File: config.mk
export PLATFORM = sky130hd
export DESIGN_NAME = iob_rr_merge
export DESIGN_NICKNAME = d
export VERILOG_FILES = /design/src/rtl/iob_rr_merge.sv
export SDC_FILE = /design/constraint.sdc
export NUM_CORES = 1
export LEC_CHECK = 0
export BUFFER_PORTS_ARGS = -buffer_cell sky130_fd_sc_hd__buf_2
export CELL_PAD_IN_SITES_DETAIL_PLACEMENT = 1
export CELL_PAD_IN_SITES_GLOBAL_PLACEMENT = 1
export CORE_AREA = 2 2 122 124
export CTS_CLUSTER_DIAMETER = 80
export CTS_CLUSTER_SIZE = 28
export DETAILED_ROUTE_END_ITERATION = 6
export DIE_AREA = 0 0 124 126
export PLACE_DENSITY = 0.68
export SLEW_MARGIN = 20
export SYNTH_ARGS = -nofsm -noshare
export SYNTH_HDL_FRONTEND = slang
export SYNTH_SLANG_ARGS = --single-unit
File: constraint.sdc
create_clock -name clk_i -period 6.9 [get_ports clk_i]
set_input_delay 1.035 -clock clk_i [delete_from_list [all_inputs] [get_ports clk_i]]
set_output_delay 1.035 -clock clk_i [all_outputs]
set_load 0.005 [all_outputs]
File: src/rtl/iob_rr_merge.sv
// ============================================================================
// iob_rr_merge
// ----------------------------------------------------------------------------
// Purpose:
//   This block shares one IOb native-bus slave port between N_MASTERS master
//   ports using round-robin arbitration. A one-cycle arbitration stage
//   registers the grant. An in-order ID FIFO remembers which master issued each
//   outstanding read, so every rvalid/rdata beat goes back to that master.
//
// Ports (master buses are packed, master i sits at slice i):
//   clk_i        in   1                   clock
//   cke_i        in   1                   clock enable (0 = hold all registers)
//   rst_n_i      in   1                   synchronous active-low reset
//   m_avalid_i   in   N_MASTERS           master request valid
//   m_addr_i     in   N_MASTERS*ADDR_W    master address
//   m_wdata_i    in   N_MASTERS*DATA_W    master write data
//   m_wstrb_i    in   N_MASTERS*DATA_W/8  master byte strobes (all zero = read)
//   m_rdata_o    out  N_MASTERS*DATA_W    read data (same value on every slice)
//   m_rvalid_o   out  N_MASTERS           read data valid, routed by FIFO head
//   m_ready_o    out  N_MASTERS           request accepted
//   s_avalid_o   out  1                   slave request valid
//   s_addr_o     out  ADDR_W              slave address
//   s_wdata_o    out  DATA_W              slave write data
//   s_wstrb_o    out  DATA_W/8            slave byte strobes
//   s_rdata_i    in   DATA_W              slave read data
//   s_rvalid_i   in   1                   slave read data valid
//   s_ready_i    in   1                   slave request accepted
//
// Configuration macro:
//   IOB_RR_MERGE_B2B_EN  When defined, an accept that happens while other
//                        masters are requesting re-arbitrates in the same
//                        cycle. The FSM stays in BUSY, which gives one transfer
//                        per cycle under contention. When undefined, every
//                        transfer takes at least two cycles (BUSY then IDLE).
// ============================================================================
module iob_rr_merge #(
    parameter int N_MASTERS = 2,
    parameter int ADDR_W    = 32,
    parameter int DATA_W    = 32,
    parameter int MAX_OUT   = 4
) (
    input  logic                          clk_i,
    input  logic                          cke_i,
    input  logic                          rst_n_i,
    input  logic [N_MASTERS-1:0]          m_avalid_i,
    input  logic [N_MASTERS*ADDR_W-1:0]   m_addr_i,
    input  logic [N_MASTERS*DATA_W-1:0]   m_wdata_i,
    input  logic [N_MASTERS*DATA_W/8-1:0] m_wstrb_i,
    output logic [N_MASTERS*DATA_W-1:0]   m_rdata_o,
    output logic [N_MASTERS-1:0]          m_rvalid_o,
    output logic [N_MASTERS-1:0]          m_ready_o,
    output logic                          s_avalid_o,
    output logic [ADDR_W-1:0]             s_addr_o,
    output logic [DATA_W-1:0]             s_wdata_o,
    output logic [DATA_W/8-1:0]           s_wstrb_o,
    input  logic [DATA_W-1:0]             s_rdata_i,
    input  logic                          s_rvalid_i,
    input  logic                          s_ready_i
);

    localparam int STRB_W = DATA_W / 8;
    localparam int GW     = (N_MASTERS > 1) ? $clog2(N_MASTERS) : 1;
    localparam int PW     = $clog2(MAX_OUT);
    localparam int CW     = PW + 1;

    typedef enum logic {
        IDLE = 1'b0,
        BUSY = 1'b1
    } state_t;

    state_t          state_q, state_d;
    logic [GW-1:0]   grant_q, grant_d;
    logic [GW-1:0]   last_grant_q, last_grant_d;
    logic [CW-1:0]   count_q, count_d;
    logic [PW-1:0]   wr_ptr_q, wr_ptr_d;
    logic [PW-1:0]   rd_ptr_q, rd_ptr_d;
    logic [GW-1:0]   id_mem_q [MAX_OUT];
    logic [GW-1:0]   id_mem_d [MAX_OUT];

    logic                 sel_avalid;
    logic [ADDR_W-1:0]    sel_addr;
    logic [DATA_W-1:0]    sel_wdata;
    logic [STRB_W-1:0]    sel_wstrb;
    logic                 sel_is_read;
    logic [N_MASTERS-1:0] grant_onehot;
    logic [N_MASTERS-1:0] head_onehot;
    logic                 fifo_full;
    logic                 fifo_empty;
    logic                 fwd;
    logic                 accept;
    logic                 push;
    logic                 pop;

`ifdef IOB_RR_MERGE_B2B_EN
    logic [N_MASTERS-1:0] other_req;
`endif

    // Find the first requester strictly after 'start', wrapping around.
    // When the search reaches 'start' again it is the last candidate.
    function automatic logic [GW-1:0] rr_pick(input logic [GW-1:0]        start,
                                              input logic [N_MASTERS-1:0] req);
        logic [GW-1:0] pick;
        logic          found;
        int            idx;
        pick  = start;
        found = 1'b0;
        for (int k = 1; k <= N_MASTERS; k++) begin
            idx = int'(start) + k;
            if (idx >= N_MASTERS) begin
                idx = idx - N_MASTERS;
            end
            if (!found && req[idx]) begin
                pick  = GW'(idx);
                found = 1'b1;
            end
        end
        return pick;
    endfunction

    // Payload mux for the granted master. A loop compare avoids indexing
    // past N_MASTERS when N_MASTERS is not a power of two.
    always_comb begin
        sel_avalid   = 1'b0;
        sel_addr     = '0;
        sel_wdata    = '0;
        sel_wstrb    = '0;
        grant_onehot = '0;
        head_onehot  = '0;
        for (int i = 0; i < N_MASTERS; i++) begin
            if (grant_q == GW'(i)) begin
                sel_avalid      = m_avalid_i[i];
                sel_addr        = m_addr_i[i*ADDR_W +: ADDR_W];
                sel_wdata       = m_wdata_i[i*DATA_W +: DATA_W];
                sel_wstrb       = m_wstrb_i[i*STRB_W +: STRB_W];
                grant_onehot[i] = 1'b1;
            end
            if (id_mem_q[rd_ptr_q] == GW'(i)) begin
                head_onehot[i] = 1'b1;
            end
        end
    end

    // A read is held back while every ID slot is in use. Fullness comes from
    // the registered count, so a pop in this cycle does not help until the
    // next cycle.
    always_comb begin
        sel_is_read = (sel_wstrb == '0);
        fifo_full   = (count_q == CW'(MAX_OUT));
        fifo_empty  = (count_q == '0);
        fwd         = (state_q == BUSY) && sel_avalid && !(sel_is_read && fifo_full);
        accept      = fwd && s_ready_i;
        push        = accept && sel_is_read;
        // If rvalid arrives with nothing outstanding, it is dropped here.
        pop         = s_rvalid_i && !fifo_empty;
    end

    // Arbitration next-state logic.
    always_comb begin
        state_d      = state_q;
        grant_d      = grant_q;
        last_grant_d = last_grant_q;
`ifdef IOB_RR_MERGE_B2B_EN
        other_req    = m_avalid_i & ~grant_onehot;
`endif
        unique case (state_q)
            IDLE: begin
                if (|m_avalid_i) begin
                    grant_d      = rr_pick(last_grant_q, m_avalid_i);
                    last_grant_d = grant_d;
                    state_d      = BUSY;
                end
            end
            BUSY: begin
                if (accept) begin
`ifdef IOB_RR_MERGE_B2B_EN
                    if (|other_req) begin
                        grant_d      = rr_pick(grant_q, other_req);
                        last_grant_d = grant_d;
                        state_d      = BUSY;
                    end else begin
                        state_d = IDLE;
                    end
`else
                    state_d = IDLE;
`endif
                end else if (!sel_avalid) begin
                    // The master withdrew its request, so nothing is transferred.
                    state_d = IDLE;
                end
            end
            default: state_d = IDLE;
        endcase
    end

    // ID FIFO next-state logic. A push is only possible when the FIFO is not
    // full, and a pop only when it is not empty, so the count cannot wrap.
    always_comb begin
        for (int i = 0; i < MAX_OUT; i++) begin
            id_mem_d[i] = id_mem_q[i];
        end
        wr_ptr_d = wr_ptr_q;
        rd_ptr_d = rd_ptr_q;
        count_d  = count_q;
        if (push) begin
            id_mem_d[wr_ptr_q] = grant_q;
            wr_ptr_d           = wr_ptr_q + PW'(1);
        end
        if (pop) begin
            rd_ptr_d = rd_ptr_q + PW'(1);
        end
        if (push && !pop) begin
            count_d = count_q + CW'(1);
        end else if (!push && pop) begin
            count_d = count_q - CW'(1);
        end
    end

    // Outputs. The slave payload is zero in IDLE. The response path is
    // combinational and is steered by the registered FIFO head.
    always_comb begin
        s_avalid_o = fwd;
        s_addr_o   = (state_q == BUSY) ? sel_addr  : '0;
        s_wdata_o  = (state_q == BUSY) ? sel_wdata : '0;
        s_wstrb_o  = (state_q == BUSY) ? sel_wstrb : '0;
        m_ready_o  = accept ? grant_onehot : '0;
        m_rvalid_o = pop ? head_onehot : '0;
        m_rdata_o  = {N_MASTERS{s_rdata_i}};
    end

    // Control registers. Reset is sampled only when the clock enable is high.
    // last_grant resets to the highest index, so master 0 wins first.
    always_ff @(posedge clk_i) begin
        if (cke_i) begin
            if (!rst_n_i) begin
                state_q      <= IDLE;
                grant_q      <= '0;
                last_grant_q <= GW'(N_MASTERS - 1);
                count_q      <= '0;
                wr_ptr_q     <= '0;
                rd_ptr_q     <= '0;
            end else begin
                state_q      <= state_d;
                grant_q      <= grant_d;
                last_grant_q <= last_grant_d;
                count_q      <= count_d;
                wr_ptr_q     <= wr_ptr_d;
                rd_ptr_q     <= rd_ptr_d;
            end
        end
    end

    // ID storage has no reset. An entry is only read after it has been
    // written, because the count guards it.
    always_ff @(posedge clk_i) begin
        if (cke_i) begin
            for (int i = 0; i < MAX_OUT; i++) begin
                id_mem_q[i] <= id_mem_d[i];
            end
        end
    end

endmodule

==> results of run 1 <==
==> layer usage <==
layer	global-route usage, %	wire length (um)
met1	11.3	3290
met2	18.6	4470
met3	2.17	816
met4	1.65	67
met5	0	0
==> metrics by stage <==
step	setup slack, ns	instances
floorplan	4.08	291
global placement	3.64	613
detailed placement	3.66	613
CTS	3.63	617
global route	3.46	617
finish	3.66	617
==> power groups by stage <==
stage	Combinational (mW)	Sequential, mW	Clock [mW]
after detailed placement	0.181	0.122	0
final	0.178	0.120	0.112
after global routing	0.197	0.121	0.119
after CTS	0.182	0.120	0.115
after floorplan	0.123	0.117	0
after global placement	0.176	0.121	0
==> worst max-delay path: cells and delay by family (launching register included) <==
family / cells / cell delay, ns
flip-flops: 1 / 0.34
AO/OA/AOI/OAI: 2 / 0.60
AND/OR/NAND/NOR: 2 / 0.29
buffers and inverters: 2 / 0.69
==> cells by family after synthesis <==
kind of cell	Yosys count
flops	16
simple gates	98
buf+inv	86
fa+ha+maj	5
compound gates	10
mux	74
xor+xnor	2
==> layout make-up <==
class	count	area [sq um]	share of cell area [%]
clock buffers	3	75.1	2.21
inverters	6	22.5	0.662
clock inverters	1	3.75	0.110
well taps	184	230	6.76
multi-input cells	189	1510	44.4
flip-flops and latches	16	460	13.5
repair buffers	218	1100	32.3
==> path summary, 6_finish.rpt <==
check                                  from                  endpoint  slack [ns]
hold reg to reg   rd_ptr_q[1]$_SDFFCE_PN0P_                 flip-flop        0.56
setup / recovery      grant_q$_SDFFCE_PN0P_              m_ready_o[0]        3.66
hold / removal    rd_ptr_q[1]$_SDFFCE_PN0P_                 flip-flop        0.56
setup reg to reg      grant_q$_SDFFCE_PN0P_  count_q[2]$_SDFFCE_PN0P_        4.16
==> cell usage in the layout (no fill, tap or decap) <==
cell / instances
and3_1: 4
o21bai_1: 1
inv_1: 6
a21o_1: 1
dfxtp_1: 2
fa_1: 1
mux4_2: 1
clkinv_1: 1
o22ai_1: 1
nor3_1: 1
or2_2: 1
xnor2_1: 2
edfxtp_1: 14
a31oi_1: 1
nand2_1: 4
ha_1: 4
buf_2: 215
nand3_2: 1
mux2_2: 2
nand3_1: 1
and2_1: 6
and4b_1: 1
mux2_1: 1
nor4_1: 1
nor2b_1: 70
clkbuf_16: 3
nor2_1: 7
nor3b_1: 1
o21a_1: 1
mux2_4: 1
o31ai_2: 1
a21oi_1: 3
mux2i_1: 69
buf_4: 3
a22o_1: 1
==> flow_summary_export.csv, run 1 <==
group,metric,value,unit
clock_tree,clock_path_buffers,2,
yosys,synthAdderAreaFrac,2.75,%
yosys,syn_area_per_cell,8.76,sq um
die,fp.dieW,124,um
power_and_ir_drop,p_int,0.287,mW
setup_path,max_stage_delay,0.56,ns
yosys,synth_area,0.00255,sq mm
timing,fmax,308,MHz
clock_tree,cts.sinks,16,
place,dpl_cell_area,0.00332,sq mm
timing,tns,0,ns
clock_tree,postCtsSetupRepairBufs,0,
clock_tree,cts_tree,"built",
final_layout,n_antenna_cell,0,
yosys,synth-edff-count,14,
timing,period_share,47.0,%
yosys,async_flop_share,0,%
die,dieArea,0.0156,sq mm
yosys,synth_xor_area_share,0.687,%
run,cap_violations,0,
drt,drtIter0Drc,39,
run_status,status,"complete, no violations",
drt,wl,8640,um
place,gp_congestion,0.798,
yosys,synth_top_area_share,27.1,%
drt,avgViaCountPerCell,3.97,
timing,finClkSkew,0.00324,ns
die,core_area,0.0143,sq mm
yosys,synthSimpleGateAreaFrac,23.2,%
global_route,grt_antenna_before_repair,0,
yosys,synth-warning-count,0,
setup_path,start_kind,"flip-flop",
setup_path,path_max_fanout,44,
yosys,yosysUniqueCellTypes,34,
clock_tree,clk_latency,0.25,ns
final_layout,utilization,23.8,%
yosys,synth_compound_area_share,2.80,%
yosys,synthMuxAreaShare,29.9,%
final_layout,layout-drive-gt1-share,52.7,%
yosys,yosys.area.top_type,"mux2i_1",
clock_tree,path_clk_slew,0.05,ns
yosys,yosys_most_used_dff,"edfxtp_1",
clock_tree,cts_resized,0,
global_route,gr-total-overflow,0,
power_and_ir_drop,p_leak,1.84,nW
yosys,synth.most_common_cell,"nor2b_1",
yosys,synth_fp_nets,471,
setup_path,setup.worst_path.class,"flip-flop to output pin",
power_and_ir_drop,p_switching,0.123,mW
global_route,grt_pass1_wl,12300,um
power_and_ir_drop,finalPower,0.410,mW
power_and_ir_drop,p_per_area,121,mW/mm^2
power_and_ir_drop,clkPwrFrac,27.4,%
drt,ant_nets,0,
clock_tree,cts.htree.levels,1,
timing,fin_hold_ws,0.560,ns
die,fp.dieH,126,um
place,place.port_buffers,215,
timing,maxSlewViolCount,0,
yosys,ys_seq_area_share,18.1,%
yosys,synth_top_family_by_area,"multiplexers",
power_and_ir_drop,comb_power_share,43.4,%
final_layout,final_cell_area,0.00340,sq mm
die,rows,44,
yosys,ys_seq_elements,16,
global_route,grt_pass1_vias,2432,
yosys,synthTopCellsByArea,"mux2i_1 (27%), buf_4 (19%), nor2b_1 (17%)",
place,dp_hpwl,7430,um
final_layout,area_growth,33.5,%
power_and_ir_drop,p_sw_share,29.9,%
clock_tree,cts_buffers,3,
die,initial_core_util,17.8,%
worst_hold_path,min_path_cells,1,
timing,worst_pin_slew,0.835,ns
timing,maxSlewHeadroom,44.3,%
clock_tree,root_buffer,"clkbuf_16",
final_layout,fill_cells,1792,
setup_path,path_cells,"buf_4 > nor3_1 > a22o_1 > a21oi_1 > nor2b_1 > buf_2",
drt,drt_first_pass_iters,4,
timing,setup_viol,0,
drt,vias,2448,
yosys,synth_cells,291,
die,ios,312,
setup_path,rr_worst_depth,7,
timing,rsz0062_at_grt,"no",
timing,final_hold_viol_count,0,
power_and_ir_drop,sequentialPowerShare,29.2,%
timing,min_period,3.24,ns
setup_path,end_kind,"output pin",
setup_path,crit_arrival,2.21,ns
final_layout,nNetsFinal,614,
drt,detail_route.wl_per_cell,14.0,um
setup_path,required,5.86,ns
global_route,grt_usage,9.83,%
power_and_ir_drop,irDropWorstVdd,0.0599,mV
worst_hold_path,min_path_type,"flip-flop to flip-flop",
setup_path,slowest_stage,"buf_4",
global_route,grt_max_degree,45,
drt,drc,0,
clock_tree,ctsHoldBuffers,0,
yosys,synth_commonest_cells,"nor2b_1 (70), mux2i_1 (69), buf_4 (65)",
Note: power is estimated with default switching activity, not from simulation.
==> inputs of run 2 (changes only) <==
--- a/config.mk
+++ b/config.mk
@@ -5,15 +5,16 @@
 export SDC_FILE = /design/constraint.sdc
 export NUM_CORES = 1
 export LEC_CHECK = 0
+export ABC_AREA = 1
 export BUFFER_PORTS_ARGS = -buffer_cell sky130_fd_sc_hd__buf_2
 export CELL_PAD_IN_SITES_DETAIL_PLACEMENT = 1
 export CELL_PAD_IN_SITES_GLOBAL_PLACEMENT = 1
-export CORE_AREA = 2 2 122 124
+export CORE_MARGIN = 1
+export CORE_UTILIZATION = 17
 export CTS_CLUSTER_DIAMETER = 80
 export CTS_CLUSTER_SIZE = 28
 export DETAILED_ROUTE_END_ITERATION = 6
-export DIE_AREA = 0 0 124 126
-export PLACE_DENSITY = 0.68
+export PLACE_DENSITY = 0.76
 export SLEW_MARGIN = 20
 export SYNTH_ARGS = -nofsm -noshare
 export SYNTH_HDL_FRONTEND = slang
==> constraint.sdc (replaced) <==
create_clock -name clk_i -period 2.72 [get_ports clk_i]
set_input_delay 0.408 -clock clk_i [delete_from_list [all_inputs] [get_ports clk_i]]
set_output_delay 0.408 -clock clk_i [all_outputs]
set_load 0.005 [all_outputs]
==> flow_summary_export.csv, run 2 <==
group,metric,value,unit
run_status,status,"complete, no violations",
clock_tree,cts_resized,0,
drt,drtIter0Drc,60,
final_layout,layout_commonest_cell,"buf_2",
timing,maxSlewHeadroom,62.3,%
clock_tree,cts.sinks,16,
yosys,yosys_most_used_dff,"edfxtp_1",
global_route,grt_pass1_wl,14200,um
final_layout,n_antenna_cell,0,
yosys,yosysUniqueCellTypes,27,
die,core_area,0.0135,sq mm
yosys,ys_seq_elements,16,
global_route,grt_pass1_vias,2807,
timing,rsz0062_at_grt,"no",
yosys,yosys.area.top_type,"nor2_1",
power_and_ir_drop,irDropWorstVdd,0.160,mV
drt,drc,0,
yosys,syn_area_per_cell,5.94,sq um
clock_tree,cts_tree,"built",
yosys,synth-warning-count,0,
clock_tree,ctsHoldBuffers,0,
setup_path,start_kind,"flip-flop",
run,cap_violations,0,
worst_hold_path,min_path_type,"input port to flip-flop",
final_layout,area_growth,35.7,%
yosys,synth_top_area_share,23.5,%
timing,min_period,2.35,ns
setup_path,setup.worst_path.class,"flip-flop to flip-flop",
yosys,synth_xor_area_share,0.735,%
final_layout,layout_common_cells,"buf_2 (215), nor2_1 (149), o21ai_0 (66), inv_1 (27), nand2_1 (25)",
place,dp_hpwl,7580,um
yosys,synth_commonest_cells,"nor2_1 (149), o21ai_0 (66), buf_4 (65)",
clock_tree,clk_latency,0.25,ns
yosys,synth_fp_nets,581,
final_layout,nNetsFinal,721,
yosys,synthAdderAreaFrac,2.94,%
drt,detail_route.wl_per_cell,13.0,um
yosys,synth_top_family_by_area,"simple AND/OR/NAND/NOR gates",
yosys,synth_cells,401,
setup_path,path_cells,"inv_2 > nand2_1 > nand2_1 > nand2_2 > nor2_4 > nand4_2 > clkinv_2 > nand2_4 > fa_1 > xor2_1 > nand2_2 > nand2_1 > nor2_1",
timing,setup_viol,0,
drt,vias,2891,
timing,worst_pin_slew,0.566,ns
power_and_ir_drop,p_leak,1.85,nW
setup_path,required,2.73,ns
global_route,gr-total-overflow,0,
yosys,synth_compound_area_share,15.5,%
setup_path,max_stage_delay,0.43,ns
die,initial_core_util,17.7,%
global_route,grt_max_degree,66,
final_layout,final_cells,716,
timing,period_share,86.5,%
yosys,synth-edff-count,14,
drt,wl,9290,um
yosys,async_flop_share,0,%
die,fp.dieW,120,um
timing,fmax,425,MHz
timing,maxSlewViolCount,0,
setup_path,crit_arrival,2.36,ns
timing,finClkSkew,0.00140,ns
global_route,grt_antenna_before_repair,0,
place,gp_congestion,0.784,
clock_tree,cts_buffers,3,
die,ios,312,
timing,tns,0,ns
power_and_ir_drop,p_per_area,321,mW/mm^2
clock_tree,path_clk_slew,0.05,ns
final_layout,layout-drive-gt1-share,44.3,%
clock_tree,clock_path_buffers,2,
yosys,synthSimpleGateAreaFrac,31.3,%
die,rows,42,
timing,fin_hold_ws,0.424,ns
yosys,synthTopCellsByArea,"nor2_1 (23%), buf_4 (20%), edfxtp_1 (18%)",
drt,ant_nets,0,
drt,drt_first_pass_iters,4,
yosys,synthMuxAreaShare,0.945,%
die,dieArea,0.0145,sq mm
final_layout,utilization,24.0,%
drt,avgViaCountPerCell,4.04,
setup_path,slowest_stage,"edfxtp_1",
clock_tree,cts.htree.levels,1,
yosys,ys_seq_area_share,19.3,%
place,place.port_buffers,215,
setup_path,end_kind,"flip-flop",
die,fp.dieH,120,um
place,dp.cells,712,
clock_tree,root_buffer,"clkbuf_16",
setup_path,path_common_cell,"nand2_1",
clock_tree,postCtsSetupRepairBufs,0,
timing,final_hold_viol_count,0,
setup_path,path_max_fanout,15,
yosys,synth.most_common_cell,"nor2_1",
global_route,grt_usage,12.3,%
yosys,synth_area,0.00238,sq mm
## run 2: final timing paths
check        slack [ns]  depth (start not counted)                        to                       from
max                0.37                         13  count_q[2]$_SDFFCE_PN0P_      grant_q$_SDFFCE_PN0P_
min                0.42                          1     state_q$_SDFFCE_PN0P_                      cke_i
max reg2reg        0.37                         13  count_q[2]$_SDFFCE_PN0P_      grant_q$_SDFFCE_PN0P_
min reg2reg        0.54                          1                 flip-flop  rd_ptr_q[1]$_SDFFCE_PN0P_
## run 2: report_power, final
part	leakage (nW)	total (mW)	internal [mW]	switching, mW
Sequential	0.150	0.294	0.284	0.0102
Combinational	1.66	0.426	0.196	0.229
Clock	0.0442	0.319	0.224	0.0954
Total	1.85	1.04	0.704	0.335
## run 2: cells by family after synthesis
group,count (synthesis)
buf+inv,116
xor+xnor,2
compound gates,73
fa+ha+maj,5
mux,2
flops,16
simple gates,187
## run 2: routing by layer
layer / vias to the layer above / wire (um) / global-route usage [%] / share of wire, %
li1: 1462 / - / - / -
met5: - / 0 / 0 / 0
met4: 0 / 274 / 4.71 / 3.0
met1: 1262 / 3910 / 14.7 / 42
met2: 135 / 4400 / 21.6 / 47
met3: 32 / 706 / 2.55 / 7.6
## run 2: per-stage QoR
| step | cell area [sq um] | worst slack [ns] | total power, mW |
|---|---|---|---|
| 2_1_floorplan | 2380 | 0.568 | 0.576 |
| 3_3_place_gp | 3140 | 0.422 | 0.728 |
| 3_5_place_dp | 3140 | 0.318 | 0.734 |
| 4_1_cts | 3230 | 0.306 | 1.06 |
| 5_1_grt | 3230 | 0.135 | 1.12 |
| 6_report | 3230 | 0.368 | 1.04 |
## run 2: area by class of cell
type	count	area [sq um]
fill	1819	10200
multi-input combinational	269	1220
timing repair buffer	222	1130
sequential	16	460
tap	176	220
inverter	29	110
clock buffer	4	88.8
## run 2: worst max-delay path, delay by kind of cell, from the launching register on
kind | cells | cell delay (ns)
and+or+nand+nor | 9 | 0.72
DFF | 1 | 0.43
xor gates and xnor gates | 1 | 0.22
adders and majority gates | 1 | 0.38
buffers and inverters | 2 | 0.35
